===== src/rtl/io_button_ctrl.sv =====
// rtl/io_button_ctrl.sv - N-channel debounced push-button controller with edge capture and IRQ
module io_button_ctrl #(
    parameter int N_CH            = 2,
    parameter int DEBOUNCE_CYCLES = 50000,
    parameter bit IDLE_LEVEL      = 1'b1
) (
    input  logic            clk_clk,
    input  logic            reset_reset_n,
    input  logic [N_CH-1:0] button_in,
    input  logic [15:0]     io_address,
    input  logic            io_bus_enable,
    input  logic [1:0]      io_byte_enable,
    input  logic            io_rw,
    input  logic [15:0]     io_write_data,
    output logic [15:0]     io_read_data,
    output logic            io_acknowledge,
    output logic            io_irq
);

    localparam int              CW       = $clog2(DEBOUNCE_CYCLES + 1);
    localparam logic [N_CH-1:0] IDLE_VEC = {N_CH{IDLE_LEVEL}};
    localparam logic [CW-1:0]   CNT_LAST = CW'(DEBOUNCE_CYCLES - 1);

    typedef enum logic [1:0] {
        S_IDLE = 2'd0,
        S_ACK  = 2'd1,
        S_WAIT = 2'd2
    } state_t;

    state_t          state, state_next;
    logic [N_CH-1:0] sync1, sync2, deb;
    logic [CW-1:0]   cnt [N_CH];
    logic [N_CH-1:0] flip, cap;
    logic [N_CH-1:0] edges, mask_r, sel_r;
    logic [N_CH-1:0] edges_next, mask_next, sel_next, clr;
    logic [15:0]     wm16, wdm16, rd_mux;
    logic [N_CH-1:0] wm, wdm;
    logic [2:0]      reg_sel;
    logic            accept, wr, rd;
    logic            unused_bits;

    always_ff @(posedge clk_clk or negedge reset_reset_n) begin
        if (!reset_reset_n) begin
            sync1 <= IDLE_VEC;
            sync2 <= IDLE_VEC;
        end else begin
            sync1 <= button_in;
            sync2 <= sync1;
        end
    end

    // A flip happens on the DEBOUNCE_CYCLES-th consecutive cycle of disagreement.
    always_comb begin
        flip = '0;
        cap  = '0;
        for (int i = 0; i < N_CH; i++) begin
            flip[i] = (sync2[i] != deb[i]) && (cnt[i] == CNT_LAST);
            cap[i]  = flip[i] && ((deb[i] == IDLE_LEVEL) ? !sel_r[i] : sel_r[i]);
        end
    end

    always_ff @(posedge clk_clk or negedge reset_reset_n) begin
        if (!reset_reset_n) begin
            deb <= IDLE_VEC;
            for (int i = 0; i < N_CH; i++) begin
                cnt[i] <= '0;
            end
        end else begin
            for (int i = 0; i < N_CH; i++) begin
                if (sync2[i] == deb[i]) begin
                    cnt[i] <= '0;
                end else if (cnt[i] == CNT_LAST) begin
                    cnt[i] <= '0;
                    deb[i] <= ~deb[i];
                end else begin
                    cnt[i] <= cnt[i] + 1'b1;
                end
            end
        end
    end

    always_comb begin
        state_next = state;
        accept     = 1'b0;
        case (state)
            S_IDLE: begin
                if (io_bus_enable) begin
                    accept     = 1'b1;
                    state_next = S_ACK;
                end
            end
            S_ACK:   state_next = S_WAIT;
            S_WAIT:  if (!io_bus_enable) state_next = S_IDLE;
            default: state_next = S_IDLE;
        endcase
    end

    assign reg_sel = io_address[3:1];
    assign wr      = accept && !io_rw;
    assign rd      = accept && io_rw;
    assign wm16    = {{8{io_byte_enable[1]}}, {8{io_byte_enable[0]}}};
    assign wdm16   = io_write_data & wm16;
    assign wm      = wm16[N_CH-1:0];
    assign wdm     = wdm16[N_CH-1:0];

    // A capture on the same edge as a W1C wins because cap is OR-ed in last.
    always_comb begin
        mask_next  = mask_r;
        sel_next   = sel_r;
        clr        = '0;
        if (wr && reg_sel == 3'd1) clr       = wdm;
        if (wr && reg_sel == 3'd2) mask_next = (mask_r & ~wm) | wdm;
        if (wr && reg_sel == 3'd3) sel_next  = (sel_r & ~wm) | wdm;
        edges_next = (edges & ~clr) | cap;
    end

    always_comb begin
        rd_mux = '0;
        case (reg_sel)
            3'd0:    rd_mux[N_CH-1:0] = deb ^ IDLE_VEC;
            3'd1:    rd_mux[N_CH-1:0] = edges;
            3'd2:    rd_mux[N_CH-1:0] = mask_r;
            3'd3:    rd_mux[N_CH-1:0] = sel_r;
            default: rd_mux = '0;
        endcase
    end

    always_ff @(posedge clk_clk or negedge reset_reset_n) begin
        if (!reset_reset_n) begin
            state        <= S_IDLE;
            edges        <= '0;
            mask_r       <= '0;
            sel_r        <= '0;
            io_irq       <= 1'b0;
            io_read_data <= '0;
        end else begin
            state  <= state_next;
            edges  <= edges_next;
            mask_r <= mask_next;
            sel_r  <= sel_next;
            io_irq <= |(edges_next & mask_next);
            if (accept) begin
                io_read_data <= rd ? rd_mux : 16'h0000;
            end
        end
    end

    assign io_acknowledge = (state == S_ACK);

    assign unused_bits = ^{io_address[15:4], io_address[0], wdm16};

endmodule


===== config.mk =====
export PLATFORM = sky130hd
export DESIGN_NAME = io_button_ctrl
export DESIGN_NICKNAME = d
export VERILOG_FILES = /design/src/rtl/io_button_ctrl.sv
export SDC_FILE = /design/constraint.sdc
export NUM_CORES = 1
export LEC_CHECK = 0
export ABC_AREA = 1
export BUFFER_PORTS_ARGS = -buffer_cell sky130_fd_sc_hd__buf_2
export CORE_MARGIN = 3
export CORE_UTILIZATION = 40
export CTS_CLUSTER_DIAMETER = 30
export DETAILED_ROUTE_END_ITERATION = 10
export SETUP_SLACK_MARGIN = 0.2
export SYNTH_ARGS = -nofsm -noshare
export SYNTH_HDL_FRONTEND = slang
export SYNTH_SLANG_ARGS = --single-unit

===== constraint.sdc =====
create_clock -name clk_clk -period 3 [get_ports clk_clk]
set_clock_uncertainty 0.1 [all_clocks]
set_input_delay 0 -clock clk_clk [delete_from_list [all_inputs] [get_ports clk_clk]]
set_output_delay 0 -clock clk_clk [all_outputs]
set_load 0.005 [all_outputs]

==> qor.yml <==
setup_path:
  r2r_cells: 7
  cp_common_cell: "inv_1"
  r2r_slack_ps: 1300
  setup.worst_path.class: "reg -> reg"
  crit_buf_inv: 3
  r2r_end: "cnt[0]"
  endpoint: "cnt[0]"
  crit_start: "sync2[1]"
  required_ps: 3090
  cp-start-kind: "register"
  crit_fanout: 8
  cp_slowest_cell: "dfstp_2"
  crit_cells: 7
  arrival_ps: 1790
  slowest_delay_ps: 540
  crit_family: "simple AND/OR/NAND/NOR gates"
  end_kind: "register"
  reg2reg_from: "sync2[1]"
  path_cells: "inv_1 > nand2_1 > inv_1 > nor2_2 > inv_1 > nand2_1 > nor2_1"
die:
  die_h_um: 88.64
  core_area_um2: 6495
  dieArea_um2: 7856
  start_util_pct: 42.05
  row_count: 29
  boundaryPins: 58
  dieWidth_um: 88.64
sta:
  layout_min_cycle_time_ps: 1700
  hold_ws_ps: 43.06
  timing.fmax_mhz: 588.4
  timing.slew.headroom_pct: 55.29
  slew_violations: 0
  rsz0062_at_grt: "no"
  setup_tns_ps: 0
  setup_viol: 0
  hold_violations: 0
  tightest_slew_ps: 670.6
  period_share_pct: 56.65
drt:
  drc: 0
  drt-initial-drc-count: 86
  vias: 2240
  wl_per_cell_um: 10.95
  viasPerCell: 4.667
  drt_pre_antenna_iters: 4
  wirelength_um: 5254
  ant_nets: 0
placed_design:
  io_buffers: 15
  gp_congestion: 0.8587
  hpwlAfterDp_um: 3920
clocking:
  cts_sinks: 49
  cts_resized: 0
  insertion_delay_ps: 300
  path_clk_slew_ps: 90
  root_buffer: "clkbuf_8"
  cts_made_buffers: 5
  cts_hold_buf: 10
  cts_tree: "done"
  cts_max_level: 2
  postCtsSetupRepairBufs: 0
  cts.path.max_buffers: 2
grt:
  grtUsageMet2_pct: 24.49
  antenna_found_initial: 0
  grt_pass1_wl_um: 9301
  gr-total-overflow: 0
  top_usage_layer: "met2"
  grt_use_total_pct: 15.08
  grt_pass1_vias: 2110
  grt_max_degree: 31
  grt_util_met3_pct: 3.538
  use_met1_pct: 19.91
final_layout:
  final_common_cell: "nand2_1"
  nNetsFinal: 444
  num_antenna_cells: 0
  syn_to_final_growth_pct: 12.55
  mostFrequentLayoutCells: "nand2_1 (84), nor2_1 (66), inv_1 (54), dfrtp_1 (43), nand3_1 (31)"
  drive_gt1_share_pct: 12.16
logic_synthesis:
  syn_area_per_cell_um2: 7.382
  ys_ff_latch: 49
  synth_edf_count: 0
  yosysSeqAreaShare_pct: 45.17
  yosysTopAreaCell: "dfrtp_1"
  synthArstFlopShare_pct: 100.0
  synthCells: 370
  yosysWarnings: 0
  ys_top_cells_by_area: "dfrtp_1 (39%), nand2_1 (12%), nor2_1 (9.1%), inv_1 (7.4%), dfstp_2 (5.8%)"
  synth_area_um2: 2731
  synth_top_area_share_pct: 39.40
  synth.distinct_cells: 26
  ys.flop_type: "dfrtp_1"
power_and_ir_drop:
  leakagePower_nw: 1.455
  pwr_density_cell_nw_per_um2: 472.0
  ir_worst_vdd_uv: 202.1
hold_path:
  hp-class: "in -> reg"
job:
  drv_cap: 0
status:
  outcome: "completed"
==> power by group <==
group          internal (W)  switching, W
combinational     0.0000760      0.000113
clock              0.000271      0.000223
sequential         0.000725     0.0000421
==> how the worst min path moves through the flow <==
stage	startpoint	end	slack [ps]	cells after the start
3_3_place_gp	reset_reset_n	cnt[13]	-30	1
6_report	io_address[2]	io_read_data[0]	40	5
5_1_grt	io_address[2]	io_read_data[0]	60	5
4_1_cts	io_address[2]	io_read_data[0]	20	5
2_1_floorplan	reset_reset_n	async pin	-400	0
3_5_place_dp	reset_reset_n	cnt[13]	-20	1
==> synthesized netlist by cell type (all sizes together), types with 2 or more instances <==
cell	count
a21oi	9
buf	14
dfrtp	43
dfstp	6
ha	2
inv	54
nand2	87
nand3	31
nand4	9
nor2	76
nor3	12
o21ai	11
or2	3
xor2	7
==> flip-flops by register name (all words and copies together) (netlist names), named ones only <==
register and count:
cnt 32, deb 2, edges 2, io_read_data 2, mask_r 2, state 2, sync1 2, sync2 2
io_irq 1
==> worst reg2reg max path: cells and delay by family, from the launching register on <==
kind                   cells  cell delay [ps]
DFF                        1              540
and+or+nand+nor            4              680
buffers and inverters      3              270
==> logic make-up (layout without fill, tap and decap cells) <==
family / Yosys count / count (layout) / share of synthesized area, %
compound gates: 22 / 22 / 4.306
xor+xnor: 8 / 8 / 2.565
fa+ha+maj: 2 / 2 / 0.9160
buf+inv: 68 / 88 / 11.27
flops: 49 / 49 / 45.17
other cells: 1 / 14 / 0.1373
simple gates: 220 / 220 / 35.64
==> through the flow <==
step / total power, W / worst slack, ps / utilization (%) / cell area, um2 / std cells
CTS: 0.001481 / 1260 / 47.33 / 3074 / 480
detailed placement: 0.0009628 / 1264 / 43.94 / 2854 / 462
floorplan: 0.0009005 / 1555 / - / 2780 / 383
global placement: 0.0009598 / 1285 / 43.94 / 2854 / 462
finish: 0.001451 / 1300 / 47.33 / 3074 / 480
global route: 0.001550 / 1109 / 47.33 / 3074 / 480
==> layout make-up <==
class | count | area, um2
clock inverter | 2 | 37.54
tap | 77 | 96.34
sequential | 49 | 1234
fill | 640 | 3421
clock buffer | 6 | 82.58
inverter | 54 | 202.7
multi-input combinational | 266 | 1239
timing repair buffer | 26 | 182.7
==> layer usage <==
layer  part of all wire (%)  vias to the layer above  wire [um]
met3                    3.3                        7        175
met2                     46                       36       2406
met4                    1.4                        0         72
li1                       -                     1191          -
met1                     49                     1006       2600
met5                      0                        -          0
Note: power is estimated with default switching activity, not from simulation.
